**src/rtl/mem_bridge_pkg.sv**
```systemverilog
// Shared types and constants for the Picorv32-to-SRAM wait-state bridge.
package mem_bridge_pkg;

  // Bridge transfer sequencing
  typedef enum logic [1:0] {
    IDLE   = 2'd0,
    WAIT   = 2'd1,
    ACCESS = 2'd2,
    RESP   = 2'd3
  } state_t;

  // Address decode result, latched when a request is accepted
  typedef enum logic [1:0] {
    RGN_RAM      = 2'd0,
    RGN_CONSOLE  = 2'd1,
    RGN_PASS     = 2'd2,
    RGN_UNMAPPED = 2'd3
  } region_t;

  // Galois feedback taps for the 16-bit right-shifting wait-state LFSR
  localparam logic [15:0] LFSR_TAPS = 16'hB400;

  // One step of the right-shifting Galois LFSR
  function automatic logic [15:0] lfsr_next(input logic [15:0] s);
    lfsr_next = (s >> 1) ^ (s[0] ? LFSR_TAPS : 16'h0000);
  endfunction

endpackage

```
**src/rtl/bridge_lfsr16.sv**
```systemverilog
// Free-running 16-bit Galois LFSR supplying pseudo-random wait counts.
module bridge_lfsr16
  import mem_bridge_pkg::*;
#(
  parameter logic [15:0] SEED = 16'hACE1
) (
  input  logic        clock,
  input  logic        resetn,
  output logic [15:0] o_state
);

  logic [15:0] r_state;

  // Advance one step every non-reset cycle; a zero seed would lock the sequence at zero
  always_ff @(posedge clock) begin
    if (!resetn) begin
      r_state <= SEED;
    end else begin
      r_state <= lfsr_next(r_state);
    end
  end

  assign o_state = r_state;

endmodule

```
**src/rtl/mem_wait_bridge.sv**
```systemverilog
// Picorv32 native-port bridge: random wait states, SRAM / console / pass-flag decode,
// sticky pass and bus-error flags.
module mem_wait_bridge
  import mem_bridge_pkg::*;
#(
  parameter int unsigned MEM_WORDS    = 32768,
  parameter logic [31:0] CONSOLE_ADDR = 32'h1000_0000,
  parameter logic [31:0] PASS_ADDR    = 32'h2000_0000,
  parameter logic [31:0] PASS_MAGIC   = 32'd123456789,
  parameter logic [15:0] LFSR_SEED    = 16'hACE1,
  parameter logic [1:0]  MAX_WAIT     = 2'd3
) (
  input  logic        clock,
  input  logic        resetn,
  input  logic        wait_en,
  input  logic        core_valid,
  output logic        core_ready,
  input  logic [31:0] core_addr,
  input  logic [31:0] core_wdata,
  input  logic [3:0]  core_wstrb,
  output logic [31:0] core_rdata,
  output logic        ram_valid,
  input  logic        ram_ready,
  output logic [31:0] ram_addr,
  output logic [31:0] ram_wdata,
  output logic [3:0]  ram_wstrb,
  input  logic [31:0] ram_rdata,
  output logic        console_valid,
  output logic [7:0]  console_data,
  output logic        tests_passed,
  output logic        bus_error
);

  // Byte size of the SRAM window, one bit wider so the full 4 GiB space cannot wrap
  localparam logic [32:0] RAM_BYTES = 33'(MEM_WORDS) * 33'd4;

  state_t      r_state;
  region_t     r_rgn;
  logic [1:0]  r_wcnt;
  logic        r_abort;
  logic        r_core_ready;
  logic [31:0] r_core_rdata;
  logic        r_ram_valid;
  logic        r_console_valid;
  logic [7:0]  r_console_data;
  logic        r_tests_passed;
  logic        r_bus_error;

  logic [15:0] w_lfsr;
  logic        w_unused_lfsr;
  region_t     w_rgn;
  logic [1:0]  w_wcnt_load;
  logic        w_abort;
  logic        w_pass_hit;

  bridge_lfsr16 #(
    .SEED (LFSR_SEED)
  ) u_lfsr (
    .clock   (clock),
    .resetn  (resetn),
    .o_state (w_lfsr)
  );

  // Only the two low LFSR bits pick the wait count
  assign w_unused_lfsr = ^w_lfsr[15:2];

  // Region decode on the live request; address bits [1:0] never take part
  always_comb begin
    w_rgn = RGN_UNMAPPED;
    if ({1'b0, core_addr} < RAM_BYTES) begin
      w_rgn = RGN_RAM;
    end else if (core_addr[31:2] == CONSOLE_ADDR[31:2]) begin
      w_rgn = RGN_CONSOLE;
    end else if (core_addr[31:2] == PASS_ADDR[31:2]) begin
      w_rgn = RGN_PASS;
    end
  end

  assign w_wcnt_load = wait_en ? (w_lfsr[1:0] & MAX_WAIT) : 2'd0;

  // A transfer is abandoned once the core has let go of valid, even if valid returns later
  assign w_abort    = !core_valid || r_abort;
  assign w_pass_hit = (core_wstrb == 4'hF) && (core_wdata == PASS_MAGIC);

  // Transfer sequencer with all core/ram/console outputs and sticky flags registered
  always_ff @(posedge clock) begin
    if (!resetn) begin
      r_state         <= IDLE;
      r_rgn           <= RGN_RAM;
      r_wcnt          <= 2'd0;
      r_abort         <= 1'b0;
      r_core_ready    <= 1'b0;
      r_core_rdata    <= 32'd0;
      r_ram_valid     <= 1'b0;
      r_console_valid <= 1'b0;
      r_console_data  <= 8'd0;
      r_tests_passed  <= 1'b0;
      r_bus_error     <= 1'b0;
    end else begin
      r_core_ready    <= 1'b0;
      r_console_valid <= 1'b0;
      case (r_state)
        IDLE: begin
          r_abort <= 1'b0;
          if (core_valid) begin
            r_rgn  <= w_rgn;
            r_wcnt <= w_wcnt_load;
            if (w_wcnt_load != 2'd0) begin
              r_state <= WAIT;
            end else begin
              r_state     <= ACCESS;
              r_ram_valid <= (w_rgn == RGN_RAM);
            end
          end
        end

        WAIT: begin
          r_wcnt <= r_wcnt - 2'd1;
          if (!core_valid) begin
            r_bus_error <= 1'b1;
            r_state     <= IDLE;
          end else if (r_wcnt == 2'd1) begin
            r_state     <= ACCESS;
            r_ram_valid <= (r_rgn == RGN_RAM);
          end
        end

        ACCESS: begin
          if (!core_valid) begin
            r_bus_error <= 1'b1;
          end
          case (r_rgn)
            RGN_RAM: begin
              // An SRAM request already issued must finish before the bridge can idle
              if (!core_valid) begin
                r_abort <= 1'b1;
              end
              if (r_ram_valid && ram_ready) begin
                r_ram_valid <= 1'b0;
                if (w_abort) begin
                  r_state <= IDLE;
                end else begin
                  r_core_rdata <= ram_rdata;
                  r_core_ready <= 1'b1;
                  r_state      <= RESP;
                end
              end
            end

            RGN_CONSOLE: begin
              if (w_abort) begin
                r_state <= IDLE;
              end else begin
                if (core_wstrb[0]) begin
                  r_console_valid <= 1'b1;
                  r_console_data  <= core_wdata[7:0];
                end
                r_core_rdata <= 32'd0;
                r_core_ready <= 1'b1;
                r_state      <= RESP;
              end
            end

            RGN_PASS: begin
              if (w_abort) begin
                r_state <= IDLE;
              end else begin
                if (w_pass_hit) begin
                  r_tests_passed <= 1'b1;
                end
                r_core_rdata <= (core_wstrb == 4'h0) ? {31'd0, r_tests_passed} : 32'd0;
                r_core_ready <= 1'b1;
                r_state      <= RESP;
              end
            end

            RGN_UNMAPPED: begin
              if (w_abort) begin
                r_state <= IDLE;
              end else begin
                r_bus_error  <= 1'b1;
                r_core_rdata <= 32'd0;
                r_core_ready <= 1'b1;
                r_state      <= RESP;
              end
            end
          endcase
        end

        RESP: begin
          // core_ready is visible this cycle; valid must still be held until the edge
          if (!core_valid) begin
            r_bus_error <= 1'b1;
          end
          r_state <= IDLE;
        end
      endcase
    end
  end

  assign core_ready    = r_core_ready;
  assign core_rdata    = r_core_rdata;
  assign ram_valid     = r_ram_valid;
  assign ram_addr      = core_addr;
  assign ram_wdata     = core_wdata;
  assign ram_wstrb     = core_wstrb;
  assign console_valid = r_console_valid;
  assign console_data  = r_console_data;
  assign tests_passed  = r_tests_passed;
  assign bus_error     = r_bus_error;

endmodule

```
**config.mk**
```make
export PLATFORM = sky130hd
export DESIGN_NAME = mem_wait_bridge
export DESIGN_NICKNAME = d
export VERILOG_FILES = /design/src/rtl/mem_bridge_pkg.sv /design/src/rtl/bridge_lfsr16.sv /design/src/rtl/mem_wait_bridge.sv
export SDC_FILE = /design/constraint.sdc
export NUM_CORES = 1
export LEC_CHECK = 0
export CAP_MARGIN = 5
export CORE_AREA = 2 2 84 86
export CTS_BUF_LIST = sky130_fd_sc_hd__clkbuf_2
export DETAILED_ROUTE_END_ITERATION = 16
export DIE_AREA = 0 0 86 88
export DONT_BUFFER_PORTS = 1
export PLACE_DENSITY_LB_ADDON = 0.15
export SYNTH_ARGS = -nofsm -noshare
export SYNTH_HDL_FRONTEND = slang
export SYNTH_HIERARCHICAL = 1
export SYNTH_SLANG_ARGS = --single-unit
```
**constraint.sdc**
```tcl
create_clock -name clock -period 2.1 [get_ports clock]
set_clock_uncertainty 0.05 [all_clocks]
set_input_delay 0.21 -clock clock [delete_from_list [all_inputs] [get_ports clock]]
set_output_delay 0.21 -clock clock [all_outputs]
set_load 0.05 [all_outputs]
```
==> qor.yml <==
worst_setup_path:
  critPathLaunch: "r_state[0]$_SDFFE_PN0P_"
  timing.critical_path.slowest_stage_cell: "sky130_fd_sc_hd__dfxtp_1"
  start_kind: "register"
  worst-r2r-cell-count: 6
  worstPathArrival_ps: 2270
  endpoint_kind: "register"
  critical_path.reg2reg.startpoint: "r_state[0]$_SDFFE_PN0P_"
  rr_endpoint: "r_state[0]$_SDFFE_PN0P_"
  criticalPathCategory: "reg2reg"
  worstPathCellList: "inv_1 > ha_1 > nor2b_1 > a221oi_1 > o211ai_1 > o211a_1"
  path_max_fanout: 9
  critPathMaxStageDelay_ps: 450
  reg_to_reg_setup_timing_slack_ps: 180
  timing.critical_path.required_ps: 2440
hold_path:
  hold_class: "in2reg"
  hold_path_end: "tests_passed$_SDFFE_PN0P_"
  min_delay_path_depth: 4
  hold_path_startpoint: "core_wdata[1]"
synthesis:
  synth-seq-cells: 68
  main_combinational_cell_family_by_area_after_synthesis: "buffers and inverters"
  yosysWarnings: 6
  post_synth_fa_ha_maj_area_fraction_pct: 2.70
  number_of_enable_type_register_cells_in_the_synthesized_netlist: 0
  synth.cell_area_sq_um: 3240
  ys_types: 44
  yosys.area_share.simple_pct: 18.6
  postSynthCellCount: 352
  synthesis.area_per_instance_sq_um: 9.21
  asyncSetResetFlopFracSynth_pct: 0
  sequential_element_share_of_the_synthesized_area_pct: 42.0
  synth-compound-area-share_pct: 13.9
  synth_mux_area_share_pct: 2.47
  synth_xor_xnor_area_share_pct: 0.811
  syn_nets: 464
  ys.flop_type: "sky130_fd_sc_hd__dfxtp_1"
grt:
  global_route_total_overflow: 0
  grt_first_pass_wirelength_um: 11300
  grt_start_max_net_pins: 46
  grt_antenna_before_repair: 0
  global_route.usage.total_pct: 19.5
  grt_pass1_vias: 2276
sta:
  setup-tns-final_ps: 0
  setup_viol: 0
  timing.hold.ws_ps: 60.1
  report.final.hold_viol_count: 0
  tightest_slew_ps: 805
  max_slew_margin_pct: 46.3
  achievable-frequency_mhz: 521
  final_min_period_over_clock_period_pct: 91.5
  slew_violations: 0
  grt_setup_unrepaired: "no"
  post-route-min-period_ps: 1920
clock_network:
  tritoncts: "built"
  numCtsBuffers: 9
  htree_levels: 3
  clock_tree.buffer_depth: 2
  setup_fix_bufs_post_cts: 0
  clock-root-buffer: "sky130_fd_sc_hd__clkbuf_2"
  clock_sink_count: 68
  clk_pin_slew_worst_paths_ps: 200
  clkLatencyLatePin_ps: 470
route:
  avgViaCountPerCell: 5.75
  wl_per_cell_um: 19.2
  drt_first_iter_violations: 86
  drtAntennaViolNets: 0
  route.detailed.drc: 0
  totalWireLength_um: 8080
  dr.pass1.iters: 5
  vias: 2422
power_and_ir_drop:
  power-per-cell-area_nw_per_um2: 886
  vdd.ir_drop.worst_mv: 0.378
  combPwrFrac_pct: 25.7
  power_leakage_nw: 1.26
  post-layout-total-power_mw: 3.04
  p_int_mw: 2.01
  netSwitchingPower_mw: 1.03
  power.share.sequential_pct: 50.0
  clock_power_share_pct: 24.3
  swShare_pct: 33.9
floorplanning:
  total_number_of_placement_rows: 30
  fp.dieArea_sq_um: 7570
  io-pin-count: 218
  fp.coreArea_sq_um: 6640
  chipHeight_um: 88
  chipWidth_um: 86
  starting_density_of_the_core_pct: 48.8
final_layout:
  design_area_sq_um: 3430
  syn2layout_area_growth_pct: 5.87
  final_layout_size_suffix_gt1_share_pct: 6.45
  nNetsFinal: 448
  n_antenna_cell: 0
placed_design:
  gpl.final_weighted_congestion: 0.807
  place.port_buffers: 0
  placedInstanceArea_sq_um: 2780
  place_hpwl_um: 5370
job:
  max_cap_viol_count: 0
run_status:
  status: "completed"
-- cell usage in the layout (no fill, tap or decap), drive strengths merged, types with 2 or more instances in the layout --
master and count:
nand2b 9, o21ai 5, nand2 5, buf 6, nor3 4, and2 11
a21oi 14, clkinvlp 2, clkbuf 9, clkinv 3, a22oi 31, nor4b 3
dlygate4sd3 53, nor4bb 3, a21boi 2, and4 2, nand4 5, mux2i 8
xnor2 2, o21a 2, nand3 2, ha 7, nor2 45, o211ai 2
nor4 8, nand3b 2, inv 6, dfxtp 68, nor2b 4, and4b 3
-- per-stage QoR --
stage,setup slack (ps),utilization [%],std cells
4_1_cts,143,51.5,421
5_1_grt,27.6,51.6,421
6_report,179,51.6,421
2_1_floorplan,358,-,352
3_3_place_gp,243,41.9,352
3_5_place_dp,195,41.9,352
-- power by group through the flow --
| stage | clock network [mW] | registers, mW | logic [mW] |
|---|---|---|---|
| finish | 0.740 | 1.52 | 0.781 |
| floorplan | 0 | 1.55 | 0.864 |
| global placement | 0 | 1.55 | 0.684 |
| global route | 0.816 | 1.54 | 0.868 |
| CTS | 0.774 | 1.52 | 0.779 |
| detailed placement | 0 | 1.55 | 0.687 |
-- Yosys cell counts, drive strengths merged, types with 2 or more instances --
master	count	share of area (%)
a22oi	31	7.2
nand3	2	0.31
nand4	5	0.97
ha	7	2.7
and4b	3	0.93
a21oi	14	2.2
nor4b	3	0.81
nor3	4	0.62
nor2	45	5.2
o21ai	5	0.77
a21boi	2	0.46
nand2b	9	1.7
xnor2	2	0.54
nand3b	2	0.46
buf	80	18
nand2	5	0.58
and4	2	0.54
and2	11	2.1
clkbuf	6	0.69
mux2i	8	2.5
inv	5	0.58
nor2b	4	0.77
o211ai	2	0.46
dfxtp	68	42
nor4bb	3	0.93
nor4	8	1.5
o21a	2	0.46
-- registers in the layout (all words and copies together), names as in the netlist --
name	count
console_data	8
core_rdata	32
r_wcnt	2
u_lfsr/o_state	16
console_valid	1
tests_passed	1
ram_valid	1
bus_error	1
core_ready	1
r_rgn	2
r_state	2
r_abort	1
-- critical path, delay by kind of cell (launching register included) --
| family | cells | cell delay (ps) |
|---|---|---|
| AO/OA/AOI/OAI | 3 | 720 |
| adder cells (fa/ha/maj) | 1 | 310 |
| AND/OR/NAND/NOR | 1 | 200 |
| flip-flops | 1 | 450 |
| buffers and inverters | 1 | 110 |
-- worst max path at each step --
stage	endpoint	slack [ps]	cells after the start
finish	r_state[0]$_SDFFE_PN0P_	180	6
global route	r_state[0]$_SDFFE_PN0P_	30	6
CTS	core_rdata[26]$_SDFFE_PN0P_	140	7
detailed placement	core_rdata[26]$_SDFFE_PN0P_	200	7
global placement	core_rdata[27]$_SDFFE_PN0P_	240	7
floorplan	r_state[0]$_SDFFE_PN0P_	360	7
-- cell families after synthesis --
group | after synthesis
adders and majority gates | 7
muxes | 8
DFF | 68
xor gates and xnor gates | 3
buffers and inverters | 91
and+or+nand+nor | 110
AOI/OAI and AO/OA | 65
-- layer usage --
metal	vias up	part of all wire [%]	GRT usage (%)	wire (um)
li1	1129	-	-	-
met5	-	0	0	0
met3	16	8.2	5.56	665
met1	1143	40	22.9	3240
met4	0	1.7	9.38	137
met2	134	50	33.1	4030
-- layout make-up --
cell class | instances | area (sq um)
Fill cell | 608 | 3210
Sequential cell | 68 | 1360
Multi-Input combinational cell | 193 | 1250
Timing Repair Buffer | 59 | 592
Tap cell | 80 | 100
Clock inverter | 7 | 66.3
Clock buffer | 9 | 45.0
Inverter | 5 | 18.8
-- repair_timing --
action | 4_1_cts | 5_1_grt
hold endpoints to repair | 66 | 0
endpoints found under the setup margin | 0 | 31
gates resized for setup | 0 | 2
hold buffers | 53 | 0
Power figures use the tool's default switching activity.
